[config.mk]
export PLATFORM = sky130hd
export DESIGN_NAME = accelerator_fsm
export DESIGN_NICKNAME = d
export VERILOG_FILES = /design/src/rtl/accelerator_fsm.sv
export SDC_FILE = /design/constraint.sdc
export NUM_CORES = 1
export LEC_CHECK = 0
export ABC_CLOCK_PERIOD_IN_PS = 3600
export BUFFER_PORTS_ARGS = -buffer_cell sky130_fd_sc_hd__buf_2
export CAP_MARGIN = 30
export CORE_MARGIN = 2
export CORE_UTILIZATION = 45
export DETAILED_ROUTE_END_ITERATION = 12
export PLACE_DENSITY = 0.68
export SLEW_MARGIN = 40
export SYNTH_ARGS = -nofsm -noshare
export SYNTH_HDL_FRONTEND = slang
export SYNTH_SLANG_ARGS = --single-unit
[constraint.sdc]
create_clock -name clk -period 3.6 [get_ports clk]
set_input_delay 0.72 -clock clk [delete_from_list [all_inputs] [get_ports clk]]
set_output_delay 0.72 -clock clk [all_outputs]
set_load 0.05 [all_outputs]
[src/rtl/accelerator_fsm.sv]
// Sequencer for one fully-connected layer: for every output neuron it walks all inputs,
// fetching the activation from BRAM and the weight from DRAM, then strobing the PE.
module accelerator_fsm (
    input  logic        clk,
    input  logic        rst,
    input  logic [15:0] DRAM_DATA,
    input  logic [15:0] BaseAddr_in,
    input  logic [15:0] total_input_neurons,
    input  logic [15:0] total_output_neurons,
    input  logic        DVAL,
    input  logic        accelerator_start,
    input  logic        Enable,
    output logic [15:0] Inaddress_current,
    output logic [15:0] Weight_data_current,
    output logic        neuron_done,
    output logic        add_done,
    output logic        Rd_BRAM_current,
    output logic        PE_enable,
    output logic        RD1_current,
    output logic [2:0]  state_dbg_o
);

    typedef enum logic [2:0] {
        S_IDLE  = 3'd0,
        S_FETCH = 3'd1,
        S_WAIT  = 3'd2,
        S_MAC   = 3'd3,
        S_ADD   = 3'd4,
        S_NDONE = 3'd5
    } state_t;

    state_t      state_q, state_d;
    logic [15:0] in_cnt_q, in_cnt_d;
    logic [15:0] out_cnt_q, out_cnt_d;
    logic [15:0] addr_q, addr_d;
    logic [15:0] weight_q, weight_d;

    always_ff @(posedge clk) begin
        if (rst) begin
            state_q   <= S_IDLE;
            in_cnt_q  <= 16'h0000;
            out_cnt_q <= 16'h0000;
            addr_q    <= 16'h0000;
            weight_q  <= 16'h0000;
        end else begin
            state_q   <= state_d;
            in_cnt_q  <= in_cnt_d;
            out_cnt_q <= out_cnt_d;
            addr_q    <= addr_d;
            weight_q  <= weight_d;
        end
    end

    // Enable low holds every register, so the whole machine freezes in place.
    always_comb begin
        state_d   = state_q;
        in_cnt_d  = in_cnt_q;
        out_cnt_d = out_cnt_q;
        addr_d    = addr_q;
        weight_d  = weight_q;
        if (Enable) begin
            case (state_q)
                S_IDLE: begin
                    if (accelerator_start && (total_input_neurons != 16'h0000)
                        && (total_output_neurons != 16'h0000)) begin
                        in_cnt_d  = 16'h0000;
                        out_cnt_d = 16'h0000;
                        addr_d    = BaseAddr_in;
                        state_d   = S_FETCH;
                    end
                end
                S_FETCH: state_d = S_WAIT;
                S_WAIT: begin
                    if (DVAL) begin
                        weight_d = DRAM_DATA;
                        state_d  = S_MAC;
                    end
                end
                S_MAC: state_d = S_ADD;
                S_ADD: begin
                    if (in_cnt_q == total_input_neurons - 16'd1) begin
                        state_d = S_NDONE;
                    end else begin
                        in_cnt_d = in_cnt_q + 16'd1;
                        addr_d   = addr_q + 16'd1;
                        state_d  = S_FETCH;
                    end
                end
                S_NDONE: begin
                    in_cnt_d = 16'h0000;
                    addr_d   = BaseAddr_in;
                    if (out_cnt_q == total_output_neurons - 16'd1) begin
                        state_d = S_IDLE;
                    end else begin
                        out_cnt_d = out_cnt_q + 16'd1;
                        state_d   = S_FETCH;
                    end
                end
                default: state_d = S_IDLE;
            endcase
        end
    end

    always_comb begin
        Rd_BRAM_current = Enable && (state_q == S_FETCH);
        RD1_current     = Enable && ((state_q == S_FETCH) || (state_q == S_WAIT));
        PE_enable       = Enable && (state_q == S_MAC);
        add_done        = Enable && (state_q == S_ADD);
        neuron_done     = Enable && (state_q == S_NDONE);
    end

    assign Inaddress_current   = addr_q;
    assign Weight_data_current = weight_q;
    assign state_dbg_o         = state_q;

endmodule

# Word-level counts from Yosys, hierarchy flattened
# Index checks and enable logic that the tools add are counted.
# Widths: inputs -> output; s select.
# classes
n_addsub	5
multipliers	0
n_div	0
order_cmp	0
n_eq_ne	11
shifts	0
muxes	13
n_bitwise	0
n_reduce_logical	17
# op_table
operator	count
$pmux 16 s3	2
$mux 16	5
$add 16x1->16 const B	3
$eq 16x16->1	2
$pmux 16 s2	1
$reduce_bool 16->1	2
$sub 16x1->16 const B	2
$pmux 3 s6	1
$mux 3	3
$ne 2x2->1 const B	4
$reduce_and 4->1	2
$logic_and 1x1->1	7
$eq 3x2->1 const B	2
$eq 3x3->1 const B	2
$reduce_and 3->1	2
$eq 3x1->1 const B	1
$logic_not 3->1	1
$reduce_bool 3->1	1
$reduce_bool 2->1	1
$logic_or 1x1->1	1
$mux 1	1
# totals
regBits	67
latch_bits	0
mem_bits_rw	0
rom_bits	0
input_bits	69
mem_count	0

# Logic depth before layout (Yosys ltp)
# Gate-level depths: netlist (run 1).
# depth
depth_word	5
depth_mapped	12
mapped_depth_nobuf	9

# Worst setup path after synthesis (run 1)
# No wires, ideal clock.
# synth_timing
path_kind	in2reg
startpoint	input port Enable
endpoint	register out_cnt_q[7]
setup_time_ns	0.070
arrival_time_ns	2.852
required_ns	3.530
path_slack_ns	0.677
stages	9
path_cell_list	clkbuf_1 -> inv_1 -> nor2_1 -> and3_1 -> clkbuf_1 -> nor2_1 -> buf_2 -> or4_1 -> a21oi_1
# synth_via
elab_chain_len	1
# synth_rtl
element	line	rtl
start: declaration	12	input logic Enable,
$reduce_and 4->1 (no source line)	n/a	
end signal: assignment	48	out_cnt_q <= out_cnt_d;
end: declaration	34	logic [15:0] out_cnt_q, out_cnt_d;
# Every way passes these cells.
# A chain may end at the register's enable or synchronous reset.

# Final worst setup path (run 1)
# layout_timing
startpoint	input port total_input_neurons[0]
endpoint	register in_cnt_q[14]
# layout_via
elab_chain_len	5
word_cells_on_any_way	8
cone_classes	1 x add/sub; 3 x eq/ne; 4 x reduce/logical
# layout_rtl
element	line	rtl
start: declaration	8	input logic [15:0] total_input_neurons,
parallel branches: the longest is 4 deep, another holds $sub 16x1->16	n/a	
$reduce_and 4->1 (no source line) *	n/a	
end signal: assignment	47	in_cnt_q <= in_cnt_d;
end: declaration	33	logic [15:0] in_cnt_q, in_cnt_d;
# Every way passes the cells marked *.

==> key figures, run 1 <==
Clocking
  • Clk root buf: clkbuf_8
  • CTS H-tree depth: 3
  • Clock transition at path regs: 0.07 ns
  • CTS Sinks: 67
  • Clock buffer depth: 2
  • Post-CTS Hold Buffers: 0
  • Setup Fix Bufs, Post-CTS: 0
  • Cts repair resizes: 0
  • Worst-Skew Late Latency: 0.34 ns
  • Total CTS buffers: 9
  • CTS tree: built

Timing
  • Slew @ Worst Pin: 0.647 ns
  • Max Clk Rate: 334 MHz
  • Fin. max-slew vios: 0
  • Worst slew margin: 56.7%
  • Tcrit/Tclk final: 83.2%
  • Final hold violations: 0
  • TNS Setup: 0 ns
  • Tmin final: 2.99 ns
  • Final setup viols: 0
  • Final setup margin: 0.606 ns
  • Final setup skew: 0.00731 ns
  • Unrepaired setup endpoints after global routing: no

Setup path
  • Worst reg2reg endpoint: in_cnt_q[14]$_SDFFE_PP0P_
  • Worst EP required: 3.86 ns
  • Reg2Reg Setup Slack: 1.06 ns
  • CP endpoint kind: flop
  • RR Startpoint: state_dbg_o[2]$_SDFFE_PP0P_
  • CP Max Fanout: 19
  • WS Path Type: in2reg
  • CP Data Arrival Time: 3.26 ns
  • Reg2reg path depth: 8
  • Crit start category: input pin

GRT
  • Vias in the first global route: 4731
  • Remaining Overflow, GRT: 0
  • Gr usage total: 23.4%
  • First-pass GRT wire length: 22300 um
  • Initial antenna violation count: 0
  • Largest net degree at the start of global routing: 51

Routing
  • Antenna Nets Post-Route: 0
  • Routed wl met2: 6540 um
  • Routed wire per std cell: 16.0 um
  • Vias: 5156
  • DRT met1 WL: 6120 um
  • WL met3: 897 um
  • Pre-Repair DR Iteration Count: 5
  • DRC viols: 0
  • DR vias/cell: 6.06
  • Top routing layer in use: met4
  • DRT Wirelength: 13600 um
  • Drt initial violations: 372

Placed design
  • Dpl cell area: 5440 sq um
  • DP Wirelength: 9870 um
  • Placer Congestion: 0.910
  • IO buf count: 108
  • Setup Slack @ Placement: 0.313 ns
  • Placed insts: 836

Synthesis
  • Post-synth cell types: 74
  • Asr flop ratio synth: 0%
  • Synthesized net count: 693
  • Synth top cells by count: 67 x dfxtp_1, 67 x nand2_1, 46 x a21oi_1
  • EDFF count, synth: 0
  • Mapped Cells: 619
  • Cell taking the most area after synthesis: dfxtp_1
  • Mapped Area: 4780 sq um
  • Sequential area share after synthesis: 28.0%
  • Avg Inst Size Synth: 7.73 sq um
  • Synth Register Bits: 67
  • Synth top area share: 28.0%
  • Primary FF master, synth: dfxtp_1
  • Synth top area cells: dfxtp_1 28%, nand2_1 5.3%, a21oi_1 4.8%
  • Syn. warnings: 0

Floorplanning
  • Effective utilization at floorplan: 46.3%
  • CORE AREA: 10300 sq um
  • Io pins: 109
  • Chip height: 107 um
  • Die width: 107 um
  • Num rows: 37
  • Die Footprint: 11500 sq um

Final layout
  • Final std cells w/o fill: 851
  • Nets@finish: 785
  • Share of cells above drive strength 1: 23.6%
  • Fin area: 5660 sq um
  • # diodes: 0
  • Area growth syn-to-layout: 18.3%

Run status
  • Outcome: completed

Min path
  • Hold Path End: Weight_data_current[0]$_SDFFE_PP0P_
  • Hold path cells: 2
  • Hold_sp: Weight_data_current[0]$_SDFFE_PP0P_
  • HP Class: reg2reg

Power
  • PD cells: 353 nW/um^2
  • VDD IR max: 212 uV
  • Leakage power: 2.16 nW

Flow run
  • Max Cap Viol: 0
==> area by class of cell <==
class | count | area, sq um
Fill cell | 994 | 4670
Multi-Input combinational cell | 491 | 3190
Sequential cell | 67 | 1340
Timing Repair Buffer | 125 | 681
Tap cell | 136 | 170
Clock buffer | 10 | 138
Clock inverter | 5 | 77.6
Inverter | 17 | 63.8
==> how the worst max path moves through the flow <==
stage          slack, ns  depth (start not counted)                   start                                end
2_1_floorplan       0.68                          9                  Enable          out_cnt_q[7]$_SDFFE_PP0P_
3_3_place_gp        0.31                          9  total_input_neurons[9]           in_cnt_q[5]$_SDFFE_PP0P_
3_5_place_dp        0.31                         11  total_input_neurons[0]          in_cnt_q[14]$_SDFFE_PP0P_
4_1_cts             0.65                         11  total_input_neurons[0]          in_cnt_q[14]$_SDFFE_PP0P_
5_1_grt             0.39                         11  total_input_neurons[0]  Inaddress_current[0]$_SDFFE_PP0P_
6_report            0.61                         11  total_input_neurons[0]          in_cnt_q[14]$_SDFFE_PP0P_
==> layer usage <==
layer / global-route usage (%) / vias to the layer above
met1: 31.8 / 2428
met4: 5.75 / 0
met2: 39.1 / 197
met3: 3.53 / 12
li1: - / 2519
met5: 0 / -
==> logic make-up (layout without fill, tap and decap cells) <==
family	Yosys count	in the layout	synth area share [%]
compound gates	192	192	27.7
flops	67	67	28.0
fa+ha+maj	5	5	1.31
simple gates	250	250	29.2
mux	5	5	1.05
buf+inv	61	157	5.57
xor+xnor	39	39	7.14
==> per-stage QoR <==
step	hold WS (ns)	power (mW)	util [%]
2_1_floorplan	0.472	1.16	-
3_3_place_gp	0.439	1.31	52.7
3_5_place_dp	0.447	1.32	52.7
4_1_cts	0.457	2.01	54.8
5_1_grt	0.469	2.09	54.8
6_report	0.453	2.00	54.8
==> cell usage in the layout (no fill, tap or decap), drive strengths merged, types with 4 or more instances in the layout <==
cell	count
a211oi	9
a21oi	46
a311oi	7
a31oi	14
and3	17
buf	125
clkbuf	10
dfxtp	67
ha	5
inv	17
mux2i	5
nand2	67
nand2b	4
nand3	30
nand4	9
nand4b	4
nor2	29
nor2b	7
nor3	26
nor4	13
o2111ai	4
o211ai	13
o21ai	35
o22ai	4
o31ai	25
o41ai	4
or2	6
or3	10
or4	12
xnor2	20
xor2	19
==> worst max-delay path: stages <==
cell	delay, ns
buf_2	0.14
inv_1	0.06
ha_1	0.35
nor2b_1	0.20
or3_1	0.35
a31o_2	0.24
nor4_1	0.41
and4_1	0.29
buf_4	0.27
o31ai_1	0.10
a21oi_1	0.14
==> registers in the layout, summed over array words and instances, names as in the netlist <==
name / count
Inaddress_current: 16
Weight_data_current: 16
in_cnt_q: 16
out_cnt_q: 16
state_dbg_o: 3
==> report_power, final <==
| part | internal (mW) | leakage (nW) | switching (mW) | total [mW] |
|---|---|---|---|---|
| Sequential | 0.770 | 0.543 | 0.0403 | 0.811 |
| Clock | 0.403 | 0.108 | 0.293 | 0.696 |
| Combinational | 0.159 | 1.51 | 0.334 | 0.493 |
| Total | 1.33 | 2.16 | 0.667 | 2.00 |
Note: power is estimated with default switching activity, not from simulation.
==> inputs of run 2 (changes only) <==
- ABC_CLOCK_PERIOD_IN_PS: 3600 -> 2600
- PLACE_DENSITY: 0.68 -> 0.71
- clock period: 3.6 -> 2.6 ns (I/O delays scaled with it)
==> key figures, run 2 (same netlist as run 1, synthesis figures left out) <==
Final layout
  • Most frequent cells in the layout: 108 x buf_2, 72 x buf_4, 67 x dfxtp_1, 67 x nand2_1, 45 x a21oi_1 (was 108 x buf_2, 67 x dfxtp_1, 67 x nand2_1)
  • Fin area: 6130 sq um (was 5660 sq um)
  • Commonest non-fill, non-tap cell in the layout: buf_2 (unchanged)
  • # diodes: 0 (unchanged)
  • Area growth syn-to-layout: 28.2% (was 18.3%)
  • Share of cells above drive strength 1: 30.2% (was 23.6%)
  • Nets@finish: 843 (was 785)
  • Final std cells w/o fill: 910 (was 851)

Timing
  • Tmin final: 2.51 ns
  • Slew @ Worst Pin: 0.648 ns (was 0.647 ns)
  • Unrepaired setup endpoints after global routing: yes (was no)
  • Final hold violations: 0 (unchanged)
  • Tcrit/Tclk final: 96.7%
  • Final setup viols: 0 (unchanged)
  • Final setup margin: 0.0852 ns (was 0.606 ns)
  • Max Clk Rate: 398 MHz
  • Final setup skew: 0.00877 ns (was 0.00731 ns)
  • Fin. max-slew vios: 0 (unchanged)
  • Worst-case hold slack: 0.415 ns (was 0.453 ns)
  • Worst slew margin: 56.7% (about the same)

GRT
  • Largest net degree at the start of global routing: 51 (unchanged)
  • Initial antenna violation count: 0 (unchanged)
  • Remaining Overflow, GRT: 0 (unchanged)
  • Gr usage total: 24.4% (was 23.4%)
  • Vias in the first global route: 5113 (was 4731)
  • First-pass GRT wire length: 23100 um (was 22300 um)

Power
  • VDD IR max: 271 uV (was 212 uV)
  • Leakage power: 2.45 nW (was 2.16 nW)
  • PD cells: 450 nW/um^2 (was 353 nW/um^2)
  • Total Power: 2.76 mW (was 2.00 mW)

Routing
  • DR vias/cell: 5.96 (was 6.06)
  • Antenna Nets Post-Route: 0 (unchanged)
  • DRT Wirelength: 14400 um (was 13600 um)
  • DRC viols: 0 (unchanged)
  • Routed wire per std cell: 15.9 um (was 16.0 um)
  • Vias: 5424 (was 5156)
  • Drt initial violations: 462 (was 372)
  • Pre-Repair DR Iteration Count: 5 (unchanged)

Clocking
  • Clk root buf: clkbuf_8 (unchanged)
  • Worst-Skew Late Latency: 0.34 ns (about the same)
  • CTS H-tree depth: 3 (unchanged)
  • Post-CTS Hold Buffers: 0 (unchanged)
  • Clock transition at path regs: 0.07 ns (about the same)
  • CTS Sinks: 67 (unchanged)
  • Total CTS buffers: 9 (unchanged)
  • CTS tree: built (unchanged)
  • Clock buffer depth: 2 (unchanged)

Setup path
  • WS Path Type: in2reg (unchanged)
  • CP Max Fanout: 19 (unchanged)
  • Top cell by count, worst path: buf_4
  • Slowest cell delay on critical path: 0.33 ns (was 0.41 ns)
  • Crit path cell chain: buf_2 > nor4_2 > buf_4 > nand4_1 > buf_4 > o41ai_2 > o31a_1 > buf_4 > and4_4 > buf_6 > o21ai_1 > a21oi_2 (was buf_2 > inv_1 > ha_1 > nor2b_1 > or3_1 > a31o_2 > nor4_1 > and4_1 > buf_4 > o31ai_1 > a21oi_1)
  • CP endpoint kind: flop (unchanged)
  • Crit start category: input pin (unchanged)
  • Worst EP required: 2.86 ns (was 3.86 ns)
  • CP Data Arrival Time: 2.77 ns (was 3.26 ns)
  • Critical Path Slowest Stage Cell: o41ai_2 (was nor4_1)

Floorplanning
  • Num rows: 37 (unchanged)
  • Die width: 107 um (unchanged)
  • Die Footprint: 11500 sq um (unchanged)
  • Io pins: 109 (unchanged)
  • CORE AREA: 10300 sq um (unchanged)
  • Chip height: 107 um (unchanged)
  • Effective utilization at floorplan: 46.3% (unchanged)

Placed design
  • Placer Congestion: 0.943 (was 0.910)
  • IO buf count: 108 (unchanged)
  • Placed insts: 893 (was 836)
  • DP Wirelength: 10500 um (was 9870 um)
  • Setup Slack @ Placement: -0.528 ns (was 0.313 ns)
  • Dpl cell area: 5890 sq um (was 5440 sq um)

Flow run
  • Max Cap Viol: 0 (unchanged)

Min path
  • HP Class: in2reg (was reg2reg)

Run status
  • Outcome: completed (unchanged)
==> run 2: changes by cell type in the layout (fill, tap and decap cells not counted), moves of 2 or more <==
cell	before	now
nor4_1	10	8
nor2_2	2	0
nor3_1	23	21
nor3_2	3	5
buf_4	16	72
==> run 2: area by class of cell <==
cell class	instances	area, sq um
Fill cell	958	4190
Multi-Input combinational cell	491	3230
Timing Repair Buffer	183	1130
Sequential cell	67	1340
Tap cell	136	170
Clock inverter	5	52.6
Clock buffer	11	141
Inverter	17	63.8
==> run 2: worst paths after layout <==
path                                   startpoint                              endpoint  slack, ns  depth (start not counted)
min reg2reg  Weight_data_current[10]$_SDFFE_PP0P_  Weight_data_current[10]$_SDFFE_PP0P_       0.45                          2
max reg2reg             in_cnt_q[13]$_SDFFE_PP0P_              in_cnt_q[2]$_SDFFE_PP0P_       0.15                          8
max                        total_input_neurons[9]              in_cnt_q[2]$_SDFFE_PP0P_       0.09                         12
min                                  DRAM_DATA[2]   Weight_data_current[2]$_SDFFE_PP0P_       0.41                          3
==> run 2: power breakdown <==
group	leakage [nW]	switching [mW]	internal (mW)	total (mW)
Combinational	1.81	0.493	0.272	0.765
Clock	0.0991	0.413	0.465	0.878
Sequential	0.543	0.0482	1.07	1.11
Total	2.45	0.954	1.80	2.76
==> run 2: metal layers <==
| layer | up-vias | wire length, um | track usage (%) |
|---|---|---|---|
| met4 | 0 | 191 | 7.98 |
| met5 | - | 0 | 0 |
| li1 | 2634 | - | - |
| met3 | 20 | 939 | 3.28 |
| met2 | 209 | 6930 | 42.0 |
| met1 | 2561 | 6390 | 31.5 |
==> run 2: worst max-delay path: cells and delay by family <==
kind	cells	cell delay [ns]
compound gates	4	0.85
buf+inv	5	0.77
simple gates	3	0.63
==> run 2: repair_timing <==
item | CTS | global route
endpoints found under the setup margin | 23 | 21
buffers inserted | 0 | 1
gates resized for setup | 2 | 8
==> run 2: per-stage QoR <==
stage | TNS, ns | util [%]
floorplan | 0 | -
global placement | -9.95 | 57.0
detailed placement | -14.15 | 57.0
CTS | 0 | 59.0
global route | -0.0540 | 59.4
finish | 0 | 59.4
